===== config.mk =====
export PLATFORM = sky130hd
export DESIGN_NAME = vga_timing_gen
export DESIGN_NICKNAME = d
export VERILOG_FILES = /design/src/rtl/vga_pkg.sv /design/src/rtl/vga_delay_line.sv /design/src/rtl/vga_timing_gen.sv
export SDC_FILE = /design/constraint.sdc
export NUM_CORES = 1
export LEC_CHECK = 0
export ABC_AREA = 1
export CORE_UTILIZATION = 40
export DETAILED_ROUTE_END_ITERATION = 7
export MAX_ROUTING_LAYER = met4
export PLACE_DENSITY = 0.81
export SLEW_MARGIN = 30
export SYNTH_ARGS = -nofsm -noshare
export SYNTH_HDL_FRONTEND = slang
export SYNTH_SLANG_ARGS = --single-unit

===== constraint.sdc =====
create_clock -name clk -period 1.6 [get_ports clk]
set_clock_uncertainty 0.1 [all_clocks]
set_input_delay 0.32 -clock clk [delete_from_list [all_inputs] [get_ports clk]]
set_output_delay 0.32 -clock clk [all_outputs]
set_load 0.1 [all_outputs]

===== src/rtl/vga_pkg.sv =====
// Shared types and 640x480@60 default timing for the VGA raster generator.
package vga_pkg;

    typedef enum logic [1:0] {
        ACTIVE,
        FRONT_PORCH,
        SYNC,
        BACK_PORCH
    } vga_region_t;

    localparam int VGA_X_MAX_W = 16;

    typedef struct packed {
        logic                   hs;
        logic                   vs;
        logic                   de;
        logic [VGA_X_MAX_W-1:0] x;
    } vga_sync_t;

    localparam int VGA_640_H_ACTIVE = 640;
    localparam int VGA_640_H_FP     = 16;
    localparam int VGA_640_H_SYNC   = 96;
    localparam int VGA_640_H_BP     = 48;
    localparam int VGA_640_V_ACTIVE = 480;
    localparam int VGA_640_V_FP     = 10;
    localparam int VGA_640_V_SYNC   = 2;
    localparam int VGA_640_V_BP     = 33;

    function automatic vga_region_t region_of(input int cnt, input int act,
                                              input int fp, input int sync_w);
        if (cnt < act)
            return ACTIVE;
        else if (cnt < act + fp)
            return FRONT_PORCH;
        else if (cnt < act + fp + sync_w)
            return SYNC;
        else
            return BACK_PORCH;
    endfunction

endpackage


===== src/rtl/vga_delay_line.sv =====
// Enable-gated shift register of DEPTH stages with synchronous reset to RESET_VAL.
module vga_delay_line #(
    parameter int               WIDTH     = 1,
    parameter int               DEPTH     = 1,
    parameter logic [WIDTH-1:0] RESET_VAL = '0
) (
    input  logic             clk,
    input  logic             rst,
    input  logic             en,
    input  logic [WIDTH-1:0] d,
    output logic [WIDTH-1:0] q
);

    logic [WIDTH-1:0] stage [DEPTH];

    always_ff @(posedge clk) begin
        if (rst) begin
            for (int unsigned i = 0; i < DEPTH; i++)
                stage[i] <= RESET_VAL;
        end else if (en) begin
            stage[0] <= d;
            for (int unsigned i = 1; i < DEPTH; i++)
                stage[i] <= stage[i-1];
        end
    end

    assign q = stage[DEPTH-1];

endmodule


===== src/rtl/vga_timing_gen.sv =====
// Parametrised VGA raster timing generator and pixel-output stage.
// Optional colour-bar test pattern enabled by defining VGA_TEST_PATTERN_EN.
module vga_timing_gen
    import vga_pkg::*;
#(
    parameter int   H_ACTIVE = VGA_640_H_ACTIVE,
    parameter int   H_FP     = VGA_640_H_FP,
    parameter int   H_SYNC   = VGA_640_H_SYNC,
    parameter int   H_BP     = VGA_640_H_BP,
    parameter int   V_ACTIVE = VGA_640_V_ACTIVE,
    parameter int   V_FP     = VGA_640_V_FP,
    parameter int   V_SYNC   = VGA_640_V_SYNC,
    parameter int   V_BP     = VGA_640_V_BP,
    parameter logic H_POL    = 1'b0,
    parameter logic V_POL    = 1'b0,
    parameter int   COLOR_W  = 8,
    parameter int   LATENCY  = 1,
    localparam int  H_TOTAL  = H_ACTIVE + H_FP + H_SYNC + H_BP,
    localparam int  V_TOTAL  = V_ACTIVE + V_FP + V_SYNC + V_BP,
    localparam int  XW       = $clog2(H_TOTAL),
    localparam int  YW       = $clog2(V_TOTAL)
) (
    input  logic                 clk,
    input  logic                 rst,
    input  logic                 pix_en,
    output logic [XW-1:0]        req_x,
    output logic [YW-1:0]        req_y,
    output logic                 req_valid,
    output logic                 line_start,
    output logic                 frame_start,
    input  logic [3*COLOR_W-1:0] colour_in,
`ifdef VGA_TEST_PATTERN_EN
    input  logic                 test_mode,
`endif
    output logic                 hsync,
    output logic                 vsync,
    output logic                 de,
    output logic                 blank,
    output logic [COLOR_W-1:0]   red,
    output logic [COLOR_W-1:0]   green,
    output logic [COLOR_W-1:0]   blue
);

    localparam logic [XW-1:0] H_LAST = XW'(H_TOTAL - 1);
    localparam logic [YW-1:0] V_LAST = YW'(V_TOTAL - 1);

    logic [XW-1:0] h_cnt;
    logic [YW-1:0] v_cnt;
    vga_region_t   h_reg, v_reg;
    logic          hs_raw, vs_raw;
    logic          dly_hs, dly_vs, dly_de;
    logic [3*COLOR_W-1:0] pix_colour;

    always_ff @(posedge clk) begin
        if (rst) begin
            h_cnt <= '0;
            v_cnt <= '0;
        end else if (pix_en) begin
            if (h_cnt == H_LAST) begin
                h_cnt <= '0;
                v_cnt <= (v_cnt == V_LAST) ? '0 : v_cnt + 1'b1;
            end else begin
                h_cnt <= h_cnt + 1'b1;
            end
        end
    end

    always_comb begin
        h_reg  = region_of(int'(h_cnt), H_ACTIVE, H_FP, H_SYNC);
        v_reg  = region_of(int'(v_cnt), V_ACTIVE, V_FP, V_SYNC);
        hs_raw = (h_reg == SYNC) ? H_POL : ~H_POL;
        vs_raw = (v_reg == SYNC) ? V_POL : ~V_POL;
    end

    assign req_x       = h_cnt;
    assign req_y       = v_cnt;
    assign req_valid   = (h_reg == ACTIVE) && (v_reg == ACTIVE);
    assign line_start  = (h_cnt == '0);
    assign frame_start = (h_cnt == '0) && (v_cnt == '0);

`ifdef VGA_TEST_PATTERN_EN
    localparam logic [XW+2:0] H_ACT_W = (XW+3)'(H_ACTIVE);

    vga_sync_t     sync_in, sync_dly;
    logic [XW+2:0] x_scaled;

    always_comb begin
        sync_in    = '0;
        sync_in.hs = hs_raw;
        sync_in.vs = vs_raw;
        sync_in.de = req_valid;
        sync_in.x  = VGA_X_MAX_W'(h_cnt);
    end

    vga_delay_line #(
        .WIDTH     ($bits(vga_sync_t)),
        .DEPTH     (LATENCY),
        .RESET_VAL ({~H_POL, ~V_POL, 1'b0, {VGA_X_MAX_W{1'b0}}})
    ) u_delay (
        .clk (clk),
        .rst (rst),
        .en  (pix_en),
        .d   (sync_in),
        .q   (sync_dly)
    );

    assign dly_hs = sync_dly.hs;
    assign dly_vs = sync_dly.vs;
    assign dly_de = sync_dly.de;

    // Bar index is x*8/H_ACTIVE; only meaningful while the delayed pixel is visible.
    always_comb begin
        x_scaled   = {sync_dly.x[XW-1:0], 3'b000} / H_ACT_W;
        pix_colour = colour_in;
        if (test_mode)
            pix_colour = {{COLOR_W{x_scaled[2]}}, {COLOR_W{x_scaled[1]}},
                          {COLOR_W{x_scaled[0]}}};
    end
`else
    logic [2:0] sync_dly;

    vga_delay_line #(
        .WIDTH     (3),
        .DEPTH     (LATENCY),
        .RESET_VAL ({~H_POL, ~V_POL, 1'b0})
    ) u_delay (
        .clk (clk),
        .rst (rst),
        .en  (pix_en),
        .d   ({hs_raw, vs_raw, req_valid}),
        .q   (sync_dly)
    );

    assign {dly_hs, dly_vs, dly_de} = sync_dly;
    assign pix_colour = colour_in;
`endif

    always_ff @(posedge clk) begin
        if (rst) begin
            hsync <= ~H_POL;
            vsync <= ~V_POL;
            de    <= 1'b0;
            blank <= 1'b0;
            red   <= '0;
            green <= '0;
            blue  <= '0;
        end else if (pix_en) begin
            hsync <= dly_hs;
            vsync <= dly_vs;
            de    <= dly_de;
            blank <= dly_de;
            red   <= dly_de ? pix_colour[3*COLOR_W-1:2*COLOR_W] : '0;
            green <= dly_de ? pix_colour[2*COLOR_W-1:COLOR_W]   : '0;
            blue  <= dly_de ? pix_colour[COLOR_W-1:0]           : '0;
        end
    end

endmodule


==> impl_metrics.tcl, run 1 <==
set metrics [dict create \
    peakVddDrop_mv 0.788 \
    reg2reg_depth 9 \
    tightestPinTransition_ns 0.311 \
    fp.dieH_um 78.3 \
    grt_max_degree 28 \
    utilization_pct 76.4 \
    avgSynthCellArea_sq_um 8.02 \
    grt_util_met1_pct 27.6 \
    drive_gt1_share_pct 39.1 \
    p_total_mw 2.86 \
    seqPwrFrac_pct 45.8 \
    post-route-period-util_pct 125 \
    outcome "complete, but fails checks" \
    vias 2556 \
    core.rowCount 27 \
    syn_nets 321 \
    synth_top_area_cell "dfxtp_1" \
    pwr-share-comb_pct 25.7 \
    dieArea_sq_mm 0.00613 \
    grt_pass1_wl_um 11900 \
    clkTransAtPathRegs_ns 0.09 \
    fmax_mhz 500 \
    die_w_um 78.3 \
    yosys_most_used_dff "dfxtp_1" \
    p_int_mw 1.96 \
    synthArstFlopShare_pct 0 \
    hold_viol 0 \
    arrival_ns 1.58 \
    min_from "u_delay.stage[0][2]" \
    final_nets 432 \
    clock_sinks 50 \
    holdPathEnd "hsync" \
    hold_buffers 0 \
    synth_cells 290 \
    antenna_found_initial 0 \
    crit_fanout 2 \
    grt_use_met2_pct 46.0 \
    n_fill_cell 377 \
    busiest_layer "met2" \
    slew_headroom_pct 79.2 \
    worst_hold_slack_ns 0.365 \
    layout_min_cycle_time_ns 2.00 \
    num_io_pins 78 \
    p_sw_share_pct 31.3 \
    min_path_cells 2 \
    place_hpwl_um 5380 \
    synth.top_cells.by_count "nand2_1, dfxtp_1, inv_1" \
    max-cap-violations 0 \
    place_congestion 0.894 \
    io_buffers 77 \
    critical_path_class "register to output pin" \
    p_per_area_mw_per_mm2 674 \
    ys_ff_latch 50 \
    failed_checks "setup timing" \
    synth_top_area_share_pct 40.4 \
    slew_violations 0 \
    global_route.usage.met3_pct 5.93 \
    drtAntennaViolNets 0 \
    leakagePower_nw 1.78 \
    synth_edf_count 3 \
    diodes 0 \
    drtIter0Drc 216 \
    setup_viol 3 \
    wl_um 7320 \
    syn_area_sq_mm 0.00233 \
    worstSetupStartpoint "req_x[1]" \
    overflow 0 \
    cp.required_ns 1.18 \
    drcViolationCount 0 \
    wire_per_inst_um 15.4 \
    setup_ws_ns -0.399 \
    endpoint_kind "output pin" \
    clockRootBuffer "clkbuf_8" \
    ys_seq_area_share_pct 44.3 \
    first_pass_iters 5 \
    r2r_end "req_y[1]" \
    grt_pass1_vias 2567 \
    start_util_pct 42.0 \
    synth_area_leaders "dfxtp_1, a32o_1, nand2_1, inv_1, nand3_1" \
    yosysUniqueCellTypes 32 \
    synth.most_common_cell "nand2_1" \
    setup.worst_path.start_class "register" \
    yosysWarnings 0 \
    clk-insertion-delay-late_ns 0.30 \
    area_growth_pct 81.9 \
    via_per_inst 5.39 \
    clockBufferDepth 2 \
    coreArea_sq_mm 0.00554 \
    pwr-share-clk_pct 28.5 \
    reg2reg_slack_ns 0.02 \
    htree_levels 2 \
    worstHoldPathType "register to register" \
    power_switching_uw 894 \
    worstReg2RegStart "req_x[0]" \
    rsz0062_at_grt "true" \
    cts_tree "done" \
    cts_buffers 5 \
    grt_use_total_pct 25.5 \
]
==> layout by cell type (no fill, tap or decap), types with 3 or more instances in the layout <==
| master | n |
|---|---|
| a21oi_1 | 7 |
| a32o_1 | 24 |
| buf_12 | 53 |
| buf_4 | 38 |
| clkbuf_8 | 5 |
| clkdlybuf4s50_1 | 26 |
| dfxtp_1 | 26 |
| dfxtp_2 | 5 |
| dfxtp_4 | 16 |
| edfxtp_1 | 3 |
| ha_4 | 4 |
| inv_1 | 28 |
| inv_2 | 8 |
| inv_4 | 4 |
| nand2_1 | 58 |
| nand2_2 | 4 |
| nand3_1 | 23 |
| nand4_1 | 10 |
| nor2_1 | 18 |
| nor2_2 | 9 |
| nor2_4 | 4 |
| nor3_1 | 4 |
| o21ai_0 | 3 |
| o21ai_1 | 3 |
==> worst max-delay path, cell delays in order, from the launching register on <==
cell	delay, ns
dfxtp_4	0.36
inv_4	0.06
ha_4	0.13
nand2_2	0.05
nor2_2	0.08
nand4_1	0.20
nor3_4	0.21
buf_12	0.20
==> area by class of cell <==
cell class / count / area [sq um] / area share (%)
clock buffer: 8 / 101 / 2.39
inverter: 40 / 160 / 3.78
multi-input combinational: 187 / 1180 / 27.8
sequential: 50 / 1100 / 25.9
tap: 72 / 90.1 / 2.13
timing repair buffer: 117 / 1610 / 37.9
==> power groups by stage <==
| stage | Combinational (mW) | Sequential, mW | Clock [mW] |
|---|---|---|---|
| finish | 0.732 | 1.31 | 0.815 |
| global route | 0.760 | 1.31 | 0.888 |
| CTS | 0.731 | 1.31 | 0.837 |
| detailed placement | 0.724 | 1.34 | 0 |
| global placement | 0.711 | 1.33 | 0 |
| floorplan | 0.185 | 1.55 | 0 |
==> per-layer routing <==
layer	part of all wire, %	up-vias	routed length (um)
met2	53	136	3870
met4	2.5	0	185
li1	-	1203	-
met5	0	-	0
met1	38	1192	2760
met3	6.7	25	493
==> kinds of logic (layout without fill, tap and decap cells) <==
group | count (synthesis) | in the layout | share of synthesized area (%)
flops | 50 | 50 | 44.3
simple gates | 140 | 140 | 28.6
xor+xnor | 2 | 2 | 0.753
compound gates | 41 | 41 | 14.4
fa+ha+maj | 4 | 4 | 2.15
buf+inv | 53 | 165 | 9.78
==> state kept, by name (all words and copies together) (netlist names) <==
signal         cells
red                8
green              8
vsync              1
req_x             10
blank              1
hsync              1
blue               8
u_delay.stage      3
req_y             10
==> metrics by stage <==
step                std cells  setup TNS, ns  instance area [sq um]  setup WS (ns)
finish                    474         -0.812                   4230         -0.399
global route              474          -1.14                   4230         -0.531
CTS                       473         -0.849                   4190         -0.406
detailed placement        456          -6.43                   3980         -0.214
global placement          456          -4.62                   3980         -0.137
floorplan                 290          -1.01                   2440         -0.569
==> how the worst max path moves through the flow <==
stage	end	slack, ns	cells past startpoint
after floorplan	frame_start	-0.57	4
after global placement	req_y[6]	-0.14	7
after detailed placement	req_x[5]	-0.21	6
after CTS	frame_start	-0.41	7
after global routing	frame_start	-0.53	7
final	frame_start	-0.40	7
==> repair_timing <==
item | in CTS | in global routing
setup endpoints to repair | 13 | 13
setup buffers | 9 | 1
pin swaps | 7 | 6
resized for setup | 8 | 14
Power figures use the tool's default switching activity.
==> run 2: changes to the inputs <==
- CORE_UTILIZATION: 40 -> 45
- PLACE_DENSITY: 0.81 -> 0.88
==> impl_metrics.tcl, run 2 (synthesis gave the netlist of run 1 again) <==
set metrics [dict create \
    io_buffers 77 \
    slew_headroom_pct 61.7 \
    drtIter0Drc 756 \
    clk-insertion-delay-late_ns 0.32 \
    cpMaxStageDelayCell "dfxtp_4" \
    critical_path_class "register to output pin" \
    clkTransAtPathRegs_ns 0.11 \
    layout_commonest_cell "nand2_1" \
    endpoint_kind "output pin" \
    fp.dieH_um 73.9 \
    die_w_um 73.9 \
    drtAntennaViolNets 0 \
    p_int_mw 1.97 \
    htree_levels 2 \
    tightestPinTransition_ns 0.569 \
    cpLargestDelayFamily "simple AND/OR/NAND/NOR gates" \
    setup_viol 26 \
    min_from "u_delay.stage[0][1]" \
    clock_sinks 50 \
    dp_cells 452 \
    pwr-share-comb_pct 26.2 \
    worstSetupStartpoint "req_x[9]" \
    seqPwrFrac_pct 44.0 \
    hold_viol 0 \
    p_total_mw 2.99 \
    worstReg2RegStart "req_x[2]" \
    final_nets 428 \
    cts_buffers 5 \
    wire_per_inst_um 26.9 \
    area_growth_pct 83.1 \
    peakVddDrop_mv 0.696 \
    pwr-share-clk_pct 29.8 \
    grt_use_total_pct 44.0 \
    setup.worst_path.start_class "register" \
    dieArea_sq_mm 0.00546 \
    antenna_found_initial 0 \
    crit_fanout 6 \
    max-cap-violations 0 \
    wl_um 12500 \
    p_sw_share_pct 34.1 \
    setup_ws_ns -0.541 \
    place_congestion 0.913 \
    p_per_area_mw_per_mm2 703 \
    hold_buffers 0 \
    rsz0062_at_grt "true" \
    grt_pass1_vias 3053 \
    first_pass_iters 8 \
    diodes 0 \
    overflow 0 \
    outcome "complete, but fails checks" \
    post-route-period-util_pct 134 \
    crit_buf_inv 1 \
    grt_max_degree 28 \
    via_per_inst 6.76 \
    slew_violations 0 \
    leakagePower_nw 1.76 \
    drcViolationCount 41 \
    vias 3143 \
    failed_checks "DRC, setup timing" \
    num_io_pins 78 \
    place_hpwl_um 6520 \
    layout_common_cells "nand2_1, buf_12, buf_4" \
    n_fill_cell 180 \
    worstHoldPathType "register to register" \
    core.rowCount 25 \
    stdcell_count 465 \
    power_switching_mw 1.02 \
    worst_path_largest_cell_delay_ns 0.41 \
    crit_chain "nor2_1 -> nand4_1 -> nor3_4 -> buf_12" \
    final.setup.tns_ns -2.45 \
    arrival_ns 1.72 \
    grt_pass1_wl_um 16500 \
    cts_tree "done" \
    drive_gt1_share_pct 41.7 \
    start_util_pct 48.0 \
    coreArea_sq_mm 0.00485 \
    cp.required_ns 1.18 \
    clockBufferDepth 2 \
    clockRootBuffer "clkbuf_8" \
    layout_min_cycle_time_ns 2.14 \
    fmax_mhz 467 \
]
## run 2: power by group through the flow
stage                     clock network (mW)  registers, mW  logic, mW
final                                  0.893           1.32      0.785
after global routing                   0.909           1.32      0.799
after CTS                              0.853           1.31      0.748
after detailed placement                   0           1.34      0.736
after global placement                     0           1.33      0.714
after floorplan                            0           1.55      0.185
## run 2: repair_timing
item | 4_1_cts | 5_1_grt
pin swaps | 6 | 4
setup endpoints to repair | 16 | 21
buffers inserted | 4 | 1
gates resized for setup | 8 | 29
## run 2: path summary, 6_finish.rpt
| path | to | cells past startpoint | slack [ns] |
|---|---|---|---|
| setup / recovery | frame_start | 4 | -0.54 |
| hold / removal | vsync | 2 | 0.41 |
| setup reg to reg | req_x[7] | 7 | -0.29 |
| hold reg to reg | vsync | 2 | 0.41 |
## run 2: area by class of cell
cell class,instances,area [sq um],area share [%]
repair buffers,113,1580,37.2
multi-input cells,187,1230,29.0
flip-flops and latches,50,1100,25.7
inverters,40,155,3.64
clock buffers,7,97.6,2.29
well taps,67,83.8,1.97
clock inverters,1,8.76,0.206
## run 2: tightest hold or removal path, stage by stage, from the launching register on
cell      delay (ns)
edfxtp_1        0.35
nand2_1         0.06
nand3_1         0.07
## run 2: per-layer routing
layer / share of wire [%] / track usage (%)
met1: 31 / 45.9
met2: 46 / 67.7
met3: 12 / 15.8
met4: 11 / 32.9
met5: 0 / -
## run 2: metrics by stage
stage	utilization (%)	instance area (sq um)	setup slack, ns	hold WS, ns
final	87.9	4260	-0.541	0.405
after global routing	87.9	4260	-0.556	0.418
after CTS	85.6	4150	-0.447	0.378
after detailed placement	82.2	3990	-0.211	0.355
after global placement	82.2	3990	-0.147	0.347
after floorplan	-	2440	-0.569	0.335
==> edit 1: new RTL, config.mk and constraints of run 2 <==
Set the parameter `V_POL` to 1'b1 (it was 1'b0).
--- a/src/rtl/vga_timing_gen.sv
+++ b/src/rtl/vga_timing_gen.sv
@@ -12,7 +12,7 @@
     parameter int   V_SYNC   = VGA_640_V_SYNC,
     parameter int   V_BP     = VGA_640_V_BP,
     parameter logic H_POL    = 1'b0,
-    parameter logic V_POL    = 1'b0,
+    parameter logic V_POL    = 1'b1,
     parameter int   COLOR_W  = 8,
     parameter int   LATENCY  = 1,
     localparam int  H_TOTAL  = H_ACTIVE + H_FP + H_SYNC + H_BP,
Behaviour: not the same (Yosys sat finds a counterexample within 4 cycles, from zero or initial values and one cycle with rst high).
==> edit 1 against run 2 <==
Maximum frequency shrank 0.27%. Total power shrank 4.0%. Synthesized cell count shrank 8.6%. Final cell count shrank 2.2%. Sequential cell count is the same. Final area grew 2.9%. Synthesized area shrank 3.3%. Wire length shrank 13%. Global-route usage shrank 11 points. The run still ends with DRC, setup timing left. Die area shrank 3.2%. Setup slack lost 0.0057 ns.
==> edit 1: results (changes against run 2) <==
Run status
  • Status: finished, violations left
  • Failing checks: DRC, setup timing

Clocking
  • Reg clk slew, reported paths: 0.09 ns (-0.02 ns)
  • Postcts setup bufs: 5 (+1)
  • CTS resizes: 12 (+4)

Yosys
  • Adder-Cell Fraction of Synth Area: 0.0222 (+0.000742)
  • Sequential share of the synthesized area: 0.458 (+0.0153)
  • Top cells by count, synth: dfxtp_1, nand2_1, inv_1
  • Syn nets: 296 (-7.8%)
  • Syn Inst Count: 265 (-8.6%)

Min path
  • Hold path start: u_delay.stage[0][1]
  • Hold Path Sink: vsync
  • Worst Hold Depth: 1 (-1)

STA
  • Worst rel slew slack: 0.692 (+0.0752)
  • Final hold slack: 0.404 ns (-0.00154 ns)
  • Fin worst setup slack: -0.547 ns (-0.00570 ns)
  • Setup TNS: -3.17 ns (-0.723 ns)
  • Number of setup violations in the final report: 24 (-7.7%)

Pwr
  • Lkg Pwr: 1.75 nW (-0.51%)

Global routing
  • M3 GR Usage: 0.106 (-0.0514)
  • Gr usage total: 0.329 (-0.111)
  • First-pass GRT wire length: 12500 microns (-24%)
  • Pin count of the biggest net entering global routing: 27 (-3.6%)

Route
  • Initial DRC count: 364 (-52%)
  • Residual DRC: 16 (-61%)

Place
  • Detailed-placement wirelength estimate: 5540 microns (-15%)
  • Dpl cells: 434 (-4.0%)
  • Placed Area: 3960 sq um (-0.57%)
  • GP Congestion: 0.966 (+5.8%)

Critical path
  • RR Startpoint: req_x[1]
  • RR Endpoint: req_y[3]
  • Critical path's largest stage delay: 0.37 ns (-0.04 ns)

Finish
  • Final #Nets: 418 (-2.3%)
==> edit 1: changes by cell type in the layout (fill, tap and decap cells not counted), sizes merged, moves of 3 or more <==
cell,delta
o21ai,+12
nand4,-3
inv,-4
buf,+12
nand3,-9
nand2,-18
==> edit 1: power breakdown <==
part           internal [mW]  switching (mW)  leakage, nW
sequential              1.27          0.0364        0.427
combinational          0.282           0.433         1.27
clock                  0.397           0.461       0.0544
==> edit 1: layer usage <==
layer / share of wire / vias to the layer above
met1: 0.33 / 1351
met3: 0.10 / 114
met2: 0.48 / 277
met5: 0 / -
met4: 0.083 / 0
li1: - / 1154
==> edit 1: area by class of cell <==
| type | instances | area, sq um | share of cell area |
|---|---|---|---|
| inverter | 36 | 153 | 0.0348 |
| clock buffer | 7 | 96.3 | 0.0220 |
| timing repair buffer | 125 | 1700 | 0.389 |
| multi-input combinational | 169 | 1240 | 0.284 |
| clock inverter | 1 | 8.76 | 0.00200 |
| sequential | 50 | 1090 | 0.250 |
| tap | 67 | 83.8 | 0.0191 |
==> edit 2: new RTL, flow settings as in run 2 <==
Without the edit above. One comparison of `v_cnt` changes from == to >=.
--- a/src/rtl/vga_timing_gen.sv
+++ b/src/rtl/vga_timing_gen.sv
@@ -58,7 +58,7 @@
         end else if (pix_en) begin
             if (h_cnt == H_LAST) begin
                 h_cnt <= '0;
-                v_cnt <= (v_cnt == V_LAST) ? '0 : v_cnt + 1'b1;
+                v_cnt <= (v_cnt >= V_LAST) ? '0 : v_cnt + 1'b1;
             end else begin
                 h_cnt <= h_cnt + 1'b1;
             end
Behaviour: no difference found for any inputs over 10 cycles, from zero or initial values and one cycle with rst high; that may be too few to reach the edited logic, so the function may still have changed.
==> edit 2 against run 2 <==
Via count decreased by 2.7%. Sequential power about the same. Final area grew 1.0%. Synthesized area fell by 2.8%. Setup slack got worse by 0.090 ns. The flow finishes with violations (setup timing). Utilization rose by 2.1 points. Highest routed layer unchanged. Total power down 0.90%. Sequential cell count unchanged. Wire length rose by 2.1%.
==> edit 2: results (changes against run 2) <==
Finish
  • Share of post-route cells with drive strength above 1: 0.425 (+0.00823)
  • Fill cells: 176 (-2.2%)
  • Final #Nets: 425 (-0.70%)

Clocking
  • Reg clk slew, reported paths: 0.11 ns (about the same)
  • Root Buffer: clkbuf_8

Yosys
  • Synth cell types: 31 (-3.1%)
  • Top cells by count, synth: nand2_1, dfxtp_1, inv_1
  • Syn nets: 308 (-4.0%)
  • Area contributors post-synth: dfxtp_1, a32o_1, nand2_1
  • Sequential share of the synthesized area: 0.456 (+0.0127)
  • Syn Inst Count: 277 (-4.5%)

Run status
  • Status: finished, violations left
  • Failing checks: setup timing

Pwr
  • Lkg Pwr: 1.78 nW (+0.80%)
  • PwrDens: 689 nW/um^2 (-1.9%)
  • Combinational power share: 0.266 (+0.004)
  • Sw power: 1.03 mW (+0.69%)
  • Peak VDD IR: 0.000690 V (-0.90%)

Critical path
  • Data arrival, critical path: 1.81 ns (+0.09 ns)
  • CP max FO: 2 (-4)

Route
  • Avg Vias per Cell: 6.62 (-2.0%)
  • Drt wl/cell: 27.7 microns (+2.8%)
  • Final WL: 12800 microns (+2.1%)
  • Initial DRC count: 616 (-19%)
  • TritonRoute pass-1 iters: 6 (-2)

Place
  • Setup WS pre-CTS: -0.285 ns (-0.0736 ns)
  • Dpl cells: 440 (-2.7%)
  • GP Congestion: 0.962 (+5.4%)
  • Detailed-placement wirelength estimate: 5810 microns (-11%)
  • Placed Area: 3920 sq um (-1.7%)

STA
  • Worst rel slew slack: 0.669 (+0.0525)
  • Fin worst setup slack: -0.631 ns (-0.0904 ns)
  • Number of setup violations in the final report: 45 (+73%)
  • Setup TNS: -5.40 ns (-2.95 ns)

Global routing
  • Gr usage total: 0.423 (-0.0162)
  • First-pass GRT wire length: 15800 microns (-4.3%)
  • Vias in the first global route: 2796 (-8.4%)
## edit 2: path summary, 6_finish.rpt
path,start,endpoint,slack [ns],cells past startpoint
setup reg to reg,req_x[2],req_x[5],-0.51,7
hold / removal,u_delay.stage[0][2],hsync,0.44,1
hold reg to reg,u_delay.stage[0][2],hsync,0.44,1
setup / recovery,req_x[0],frame_start,-0.63,7
## edit 2: area by class of cell
cell class,count,area (sq um),share of cell area
multi-input cells,174,1170,0.273
repair buffers,122,1690,0.393
clock buffers,6,82.6,0.0192
well taps,67,83.8,0.0195
flip-flops and latches,50,1080,0.251
inverters,41,175,0.0407
clock inverters,2,15.0,0.00349
## edit 2: cells by family (layout without fill, tap and decap cells)
logic type,Yosys count,count (layout),synth area share
AND/OR/NAND/NOR,120,120,0.252
buffers and inverters,53,171,0.0951
AO/OA/AOI/OAI,49,49,0.171
flip-flops,50,50,0.456
adder cells (fa/ha/maj),4,4,0.0221
XOR/XNOR,1,1,0.00387
## edit 2: per-layer routing
metal | share of wire | vias to the layer above | track usage
li1 | - | 1174 | -
met1 | 0.32 | 1388 | 0.454
met2 | 0.45 | 347 | 0.708
met3 | 0.11 | 150 | 0.104
met4 | 0.12 | 0 | 0.255
met5 | 0 | - | -
## edit 2: worst max-delay path, cell delays in order, from the launching register on
cell and delay, ns:
dfxtp_4 0.38, inv_4 0.07, ha_4 0.16, nand2_4 0.04
nor2_2 0.10, nand4_1 0.25, nor3_4 0.28, buf_12 0.21
## edit 2: what timing repair did
action,4_1_cts,5_1_grt
setup endpoints to repair,19,22
endpoints found under the hold margin,0,0
hold buffers,0,0
gates cloned,0,0
pin swaps,7,10
gates resized for setup,18,27
setup buffers,4,11
